[config.mk]
export PLATFORM = sky130hd
export DESIGN_NAME = mania_pixel_gen_flat
export DESIGN_NICKNAME = d
export VERILOG_FILES = /design/src/rtl/mania_pixel_gen_if.sv /design/src/rtl/mania_pixel_gen.sv /design/src/flat_wrapper.sv
export SDC_FILE = /design/constraint.sdc
export NUM_CORES = 1
export LEC_CHECK = 0
export CAP_MARGIN = 20
export CELL_PAD_IN_SITES_DETAIL_PLACEMENT = 1
export CELL_PAD_IN_SITES_GLOBAL_PLACEMENT = 1
export CORE_MARGIN = 1
export CORE_UTILIZATION = 45
export DETAILED_ROUTE_END_ITERATION = 7
export PLACE_DENSITY_LB_ADDON = 0.25
export SYNTH_ARGS = -nofsm -noshare
export SYNTH_HDL_FRONTEND = slang
export SYNTH_SLANG_ARGS = --single-unit
[constraint.sdc]
create_clock -name vga_clk -period 5.2 [get_ports vga_clk]
set_input_delay 1.3 -clock vga_clk [delete_from_list [all_inputs] [get_ports vga_clk]]
set_output_delay 1.3 -clock vga_clk [all_outputs]
set_load 0.005 [all_outputs]
[src/rtl/mania_pixel_gen_if.sv]
// Pixel-request bus between the VGA sync controller (master) and a pixel source (slave).
// The controller drives the pixel address and request strobe, and the source returns the colour.
interface mania_pixel_gen_if;
  logic [8:0]  row_addr;
  logic [9:0]  col_addr;
  logic        rdn;
  logic [11:0] d_in;

  modport master (output row_addr, output col_addr, output rdn, input d_in);
  modport slave  (input row_addr, input col_addr, input rdn, output d_in);
endinterface

[src/rtl/mania_pixel_gen.sv]
// Pixel source for the 4-lane rhythm game: owns falling notes, key judging and
// score/miss counters, and answers each pixel request with a registered 12-bit colour.
module mania_pixel_gen #(
  parameter int LANE_X0      = 160,
  parameter int JUDGE_Y      = 440,
  parameter int HIT_WIN      = 16,
  parameter int SPEED        = 4,
  parameter int SPAWN_PERIOD = 30
) (
  input  logic             vga_clk,
  input  logic             clrn,
  mania_pixel_gen_if.slave pix,
  input  logic [3:0]       key,
  output logic [9:0]       score,
  output logic [9:0]       miss
);
  localparam logic [9:0] X0         = 10'(LANE_X0);
  localparam logic [9:0] X_END      = 10'(LANE_X0 + 320);
  localparam logic [9:0] JY         = 10'(JUDGE_Y);
  localparam logic [9:0] WIN_LO     = 10'(JUDGE_Y - HIT_WIN);
  localparam logic [9:0] WIN_HI     = 10'(JUDGE_Y + HIT_WIN);
  localparam logic [9:0] STEP       = 10'(SPEED);
  localparam logic [9:0] Y_LIMIT    = 10'd480;
  localparam logic [9:0] NOTE_H     = 10'd16;
  localparam logic [9:0] HALF_H     = 10'd8;
  localparam logic [9:0] LANE_W     = 10'd80;
  localparam logic [7:0] SPAWN_LAST = 8'(SPAWN_PERIOD - 1);

  function automatic logic [7:0] lfsr_next(input logic [7:0] v);
    return {v[6:0], v[7] ^ v[5] ^ v[4] ^ v[3]};
  endfunction

  function automatic logic [9:0] sat_add(input logic [9:0] a, input logic [2:0] n);
    logic [10:0] sum;
    sum = {1'b0, a} + {8'd0, n};
    return (sum > 11'd1023) ? 10'h3FF : sum[9:0];
  endfunction

  logic [3:0]  key_meta_r, key_sync_r, key_prev_r;
  logic [3:0]  act_r, act_nxt_s;
  logic [9:0]  y_r [4];
  logic [9:0]  y_nxt_s [4];
  logic [9:0]  y_mv_s [4];
  logic [7:0]  cnt_r, cnt_nxt_s;
  logic [7:0]  lfsr_r, lfsr_nxt_s;
  logic [9:0]  score_r, miss_r;
  logic [11:0] d_in_r, pix_nxt_s;
  logic [3:0]  press_s, hit_s;
  logic [2:0]  hit_cnt_s, miss_cnt_s;
  logic        tick_s;
  logic [9:0]  row_s;
  logic [9:0]  lane_lo_s [5];
  logic        note_px_s, judge_px_s, held_px_s, bound_px_s;

  assign press_s = key_sync_r & ~key_prev_r;
  assign tick_s  = ~pix.rdn && (pix.row_addr == 9'd0) && (pix.col_addr == 10'd0);
  assign row_s   = {1'b0, pix.row_addr};
  assign score   = score_r;
  assign miss    = miss_r;
  assign pix.d_in = d_in_r;

  // Hits are judged every cycle; a tick then moves the surviving notes and finally tries a spawn.
  always_comb begin
    act_nxt_s  = act_r;
    y_nxt_s    = y_r;
    cnt_nxt_s  = cnt_r;
    lfsr_nxt_s = lfsr_r;
    hit_cnt_s  = 3'd0;
    miss_cnt_s = 3'd0;
    for (int i = 0; i < 4; i++) begin
      y_mv_s[i] = y_r[i] + STEP;
      hit_s[i]  = press_s[i] && act_r[i] &&
                  (y_r[i] + HALF_H >= WIN_LO) && (y_r[i] + HALF_H <= WIN_HI);
      if (hit_s[i]) begin
        act_nxt_s[i] = 1'b0;
        hit_cnt_s    = hit_cnt_s + 3'd1;
      end else if (tick_s && act_r[i]) begin
        y_nxt_s[i] = y_mv_s[i];
        if (y_mv_s[i] >= Y_LIMIT) begin
          act_nxt_s[i] = 1'b0;
          miss_cnt_s   = miss_cnt_s + 3'd1;
        end else begin
          act_nxt_s[i] = 1'b1;
        end
      end else begin
        y_nxt_s[i] = y_r[i];
      end
    end
    if (tick_s) begin
      if (cnt_r == SPAWN_LAST) begin
        cnt_nxt_s  = 8'd0;
        lfsr_nxt_s = lfsr_next(lfsr_r);
        if (!act_nxt_s[lfsr_r[1:0]]) begin
          act_nxt_s[lfsr_r[1:0]] = 1'b1;
          y_nxt_s[lfsr_r[1:0]]   = 10'd0;
        end else begin
          cnt_nxt_s = 8'd0;
        end
      end else begin
        cnt_nxt_s = cnt_r + 8'd1;
      end
    end else begin
      cnt_nxt_s = cnt_r;
    end
  end

  // Colour lookup for the requested pixel, in priority order note > judge > held lane > boundary.
  always_comb begin
    note_px_s  = 1'b0;
    held_px_s  = 1'b0;
    bound_px_s = 1'b0;
    for (int i = 0; i < 5; i++) begin
      lane_lo_s[i] = X0 + LANE_W * 10'(i);
      if (pix.col_addr == lane_lo_s[i]) bound_px_s = 1'b1;
      else bound_px_s = bound_px_s;
    end
    for (int i = 0; i < 4; i++) begin
      if ((pix.col_addr >= lane_lo_s[i]) && (pix.col_addr < lane_lo_s[i] + LANE_W)) begin
        if (act_r[i] && (row_s >= y_r[i]) && (row_s < y_r[i] + NOTE_H)) note_px_s = 1'b1;
        else note_px_s = note_px_s;
        if (key_sync_r[i]) held_px_s = 1'b1;
        else held_px_s = held_px_s;
      end else begin
        note_px_s = note_px_s;
      end
    end
    judge_px_s = (row_s >= JY) && (row_s <= JY + 10'd1) &&
                 (pix.col_addr >= X0) && (pix.col_addr < X_END);
    if (pix.rdn)       pix_nxt_s = 12'h000;
    else if (note_px_s)  pix_nxt_s = 12'hFFF;
    else if (judge_px_s) pix_nxt_s = 12'h00F;
    else if (held_px_s)  pix_nxt_s = 12'h333;
    else if (bound_px_s) pix_nxt_s = 12'h888;
    else                 pix_nxt_s = 12'h000;
  end

  // Two-flop synchroniser for the asynchronous keys plus one flop of history for edge detection.
  always_ff @(posedge vga_clk or negedge clrn) begin
    if (!clrn) begin
      key_meta_r <= 4'd0;
      key_sync_r <= 4'd0;
      key_prev_r <= 4'd0;
    end else begin
      key_meta_r <= key;
      key_sync_r <= key_meta_r;
      key_prev_r <= key_sync_r;
    end
  end

  // Note slots, spawn counter and LFSR.
  always_ff @(posedge vga_clk or negedge clrn) begin
    if (!clrn) begin
      act_r  <= 4'd0;
      cnt_r  <= 8'd0;
      lfsr_r <= 8'hA5;
      for (int i = 0; i < 4; i++) y_r[i] <= 10'd0;
    end else begin
      act_r  <= act_nxt_s;
      cnt_r  <= cnt_nxt_s;
      lfsr_r <= lfsr_nxt_s;
      for (int i = 0; i < 4; i++) y_r[i] <= y_nxt_s[i];
    end
  end

  // Registered colour and saturating counters.
  always_ff @(posedge vga_clk or negedge clrn) begin
    if (!clrn) begin
      d_in_r  <= 12'h000;
      score_r <= 10'd0;
      miss_r  <= 10'd0;
    end else begin
      d_in_r  <= pix_nxt_s;
      score_r <= sat_add(score_r, hit_cnt_s);
      miss_r  <= sat_add(miss_r, miss_cnt_s);
    end
  end
endmodule

[src/flat_wrapper.sv]
// flat-port wrapper written by rule: the top's interface ports become plain ports
module mania_pixel_gen_flat 
#(
  parameter int LANE_X0      = 160,
  parameter int JUDGE_Y      = 440,
  parameter int HIT_WIN      = 16,
  parameter int SPEED        = 4,
  parameter int SPAWN_PERIOD = 30
)
  (vga_clk, clrn, key, score, miss, pix_row_addr, pix_col_addr, pix_rdn, pix_d_in);
  mania_pixel_gen_if pix_i ();
  input  logic vga_clk;
  input  logic clrn;
  input  logic [3:0] key;
  output logic [9:0] score;
  output logic [9:0] miss;
  input wire logic [$bits(pix_i.row_addr)-1:0] pix_row_addr;
  input wire logic [$bits(pix_i.col_addr)-1:0] pix_col_addr;
  input wire logic [$bits(pix_i.rdn)-1:0] pix_rdn;
  output wire logic [$bits(pix_i.d_in)-1:0] pix_d_in;
  assign pix_i.row_addr = pix_row_addr;
  assign pix_i.col_addr = pix_col_addr;
  assign pix_i.rdn = pix_rdn;
  assign pix_d_in = pix_i.d_in;
  mania_pixel_gen #(.LANE_X0(LANE_X0), .JUDGE_Y(JUDGE_Y), .HIT_WIN(HIT_WIN), .SPEED(SPEED), .SPAWN_PERIOD(SPAWN_PERIOD)) u_core (.vga_clk(vga_clk), .clrn(clrn), .pix(pix_i), .key(key), .score(score), .miss(miss));
endmodule
==> results.tsv <==
stage	metric	value	unit
grt	Global Route Usage Sum	25.8	%
worst_setup_path	Max stage delay on crit path	0.41	ns
sta	Max Fclk	193	MHz
synth	Async S/R FF share, synth	100	%
clock_network	CTS tree	yes	
placed_design	dpl cells	1073	
clock_network	H-tree Lvls	3	
floorplan	DIE AREA	17200	um^2
drt	Initial DRC Count	356	
placed_design	port bufs	57	
sta	Final period util	99.5	%
flow_run	# Max-Cap Violations	0	
drt	DR pass1 iterations	5	
drt	Via density	5.74	
synth	#FFs+latches synth	98	
min_path	hold path cells	0	
synth	post-synth top area share	31.4	%
worst_setup_path	CP bufs+invs	2	
worst_setup_path	r2r setup slk	0.35	ns
worst_setup_path	CP delay by family, top	simple AND/OR/NAND/NOR gates	
placed_design	DP HPWL	15.9	mm
finish	area growth from synthesis to layout	18.9	%
clock_network	Root Driver	clkbuf_16	
floorplan	CORE AREA	16100	um^2
pwr	Peak VDD IR	0.204	mV
sta	Final Setup Violations	0	
clock_network	deepest clock path buffer count	2	
finish	Antenna Cells	0	
clock_network	clock sinks	98	
floorplan	die height	131	um
drt	WL/cell	19.6	um
clock_network	cts bufs inserted	9	
synth	top_reg_cell synth	dfrtp_1	
drt	routed vias	6293	
synth	Post-synth EDFFs	0	
pwr	P_leak	4.08	nW
finish	most frequent cells in the layout	94 x dfrtp_1, 88 x ha_1, 75 x nor2_1	
worst_setup_path	Crit Path Class	in -> reg	
floorplan	I/O Pins	58	
min_path	Worst Hold Launch	u_core.key_meta_r[2]$_DFF_PN0_	
finish	non-filler cells, final	1097	
placed_design	gpl congestion	0.858	
grt	first-pass GRT wire length	35.4	mm
pwr	P per Cell Area	185	nW/um^2
worst_setup_path	CP Cell Sequence	clkdlybuf4s50_1, nor4_2, nand2_1, or2_4, a211oi_4, and2_4, ha_4, nand3_4, a21oi_4, ha_4, mux2_4, ha_1, mux2_2, ha_1, a21o_1, a21oi_4, buf_4, xor2_1, nand2_1	
worst_setup_path	reg2reg end	u_core.miss[3]$_DFF_PN0_	
drt	DRC	0	
floorplan	Die X-Extent	131	um
synth	area leader, netlist	dfrtp_1	
sta	Worst slew margin	46.6	%
grt	largest net degree at the start of global routing	60	
worst_setup_path	CP Capture Type	flip-flop	
grt	GRT overflow	0	
finish	most common cell after layout, fill and taps aside	dfrtp_1	
grt	number of global-route vias before repair	6989	
floorplan	Starting Density	46.7	%
clock_network	Worst-Skew Late Latency	0.36	ns
synth	Syn Inst Count	791	
synth	net count after synthesis	909	
finish	layout cell share with drive strength beyond 1	14.4	%
grt	initial antenna violation count	0	
pwr	Total Power	1.65	mW
synth	ranking of synthesized cells by area	dfrtp_1 31%, ha_1 15%, xnor2_1 8.1%	
synth	Cell variety after synth	85	
synth	YS warnings	0	
synth	synthesized area	7500	um^2
sta	worst slew pin tran	0.801	ns
outcome	run status	finished clean	
clock_network	Hold Buf Count CTS	0	
drt	DRT antenna net count	0	
drt	total wire length	21.5	mm
clock_network	Worst-path clk slew	0.07	ns
synth	synthesized area per cell	9.48	um^2
worst_setup_path	Slowest cell on crit path	clkdlybuf4s50_1	
worst_setup_path	reg2reg start	u_core.y_r[33]$_DFF_PN0_	
sta	Clock Skew	0.0119	ns
worst_setup_path	Critical Path Start Type	input port	
finish	Final #Nets	994	
worst_setup_path	Setup crit start	pix_col_addr[3]	
min_path	Hold EP	u_core.key_sync_r[2]$_DFF_PN0_	
worst_setup_path	worst path required time	5.45	ns
sta	Hold WS	0.353	ns
worst_setup_path	r2r worst-path depth	20	
sta	fin. max-slew vios	0	
worst_setup_path	critical path arrival	5.42	ns
floorplan	row count	46	
worst_setup_path	critical path peak fanout	3	
synth	sequential share of the synthesized area	32.8	%
sta	min Tclk post-route	5.17	ns
min_path	Hold Crit Class	reg -> reg	
sta	Final Hold Viols	0	
==> repair_timing <==
item                       in CTS  in global routing
pin swaps                      14                 14
setup endpoints to repair      10                 10
gates resized for setup        27                 11
setup buffers                   5                  3
==> registers in the layout (all words and copies together) (netlist names) <==
signal,flops
u_core.act_r,4
u_core.cnt_r,8
u_core.pix.d_in,6
u_core.lfsr_r,8
u_core.score,10
u_core.y_r,40
u_core.key_prev_r,4
u_core.miss,10
u_core.key_meta_r,4
u_core.key_sync_r,4
==> stage by stage <==
| stage | util (%) | setup WS [ns] | TNS, ns | instance area [um^2] |
|---|---|---|---|---|
| CTS | 55.0 | 0.000962 | 0 | 8830 |
| global placement | 52.5 | -0.740 | -6.93 | 8420 |
| floorplan | - | 0.0606 | 0 | 7500 |
| detailed placement | 52.5 | -0.876 | -8.24 | 8420 |
| global route | 55.6 | -0.126 | -0.204 | 8920 |
| finish | 55.6 | 0.0254 | 0 | 8920 |
==> synth_stat cells, types with 5 or more instances <==
cell and n:
buf_2 11, nand2b_1 10, nor3_1 14, o21ai_0 23, a21oi_1 35, nor2b_1 17
ha_1 90, a211o_1 6, dfrtp_1 94, and3_1 5, nand3_1 27, buf_4 9
nor4b_1 6, nand4_1 17, a211oi_1 6, mux2_2 9, nor2_1 76, a21o_1 8
nand2_1 54, inv_1 59, xor2_1 13, buf_6 5, nor4_1 5, xnor2_1 69
o211ai_1 6
==> routing by layer <==
metal / GRT usage, % / wire [um] / vias to the layer above
li1: - / - / 2931
met1: 31.6 / 9310 / 3170
met2: 45.7 / 10800 / 147
met3: 3.97 / 708 / 45
met4: 9.48 / 629 / 0
met5: 0 / 0 / -
==> final cells by class <==
| cell class | instances | area (um^2) |
|---|---|---|
| clock buffer | 9 | 225 |
| clock inverter | 7 | 98.8 |
| fill | 1805 | 7140 |
| inverter | 62 | 233 |
| multi-input combinational | 603 | 4740 |
| sequential | 98 | 2460 |
| tap | 216 | 270 |
| timing repair buffer | 102 | 895 |
==> how the worst max path moves through the flow <==
stage                                     to  slack (ns)  cells past startpoint
floorplan           u_core.miss[2]$_DFF_PN0_        0.06                     20
global placement    u_core.miss[2]$_DFF_PN0_       -0.74                     19
detailed placement  u_core.miss[2]$_DFF_PN0_       -0.88                     19
CTS                 u_core.miss[8]$_DFF_PN0_       0.001                     21
global route        u_core.miss[3]$_DFF_PN0_       -0.13                     19
finish              u_core.miss[3]$_DFF_PN0_        0.03                     19
==> where the power goes <==
| part | internal, mW | leakage [nW] | total (mW) | switching [mW] |
|---|---|---|---|---|
| sequential | 0.767 | 1.19 | 0.771 | 0.00395 |
| combinational | 0.0549 | 2.73 | 0.129 | 0.0739 |
| clock | 0.427 | 0.162 | 0.752 | 0.324 |
| total | 1.25 | 4.08 | 1.65 | 0.402 |
==> logic make-up (layout without fill, tap and decap cells) <==
group / count (synthesis) / in the layout / share of synthesized area [%]
AND/OR/NAND/NOR: 282 / 282 / 20.9
XOR/XNOR: 83 / 83 / 9.89
flip-flops: 98 / 98 / 32.8
buffers and inverters: 90 / 180 / 5.69
adder cells (fa/ha/maj): 92 / 92 / 15.5
AO/OA/AOI/OAI: 129 / 129 / 12.3
multiplexers: 17 / 17 / 2.87
==> worst register-to-register path, stage by stage (launching register included) <==
cell and delay, ns:
dfrtp_1 0.44, inv_1 0.20, ha_1 0.18, or3b_1 0.35, a211o_1 0.30, mux2i_2 0.23
a21oi_1 0.14, and2_4 0.18, ha_4 0.28, nand3_4 0.09, a21oi_4 0.20, ha_4 0.22
mux2_4 0.26, ha_1 0.32, mux2_2 0.28, ha_1 0.28, a21o_1 0.22, a21oi_4 0.20
buf_4 0.15, xor2_1 0.18, nand2_1 0.07
(Power assumes the default switching activity.)
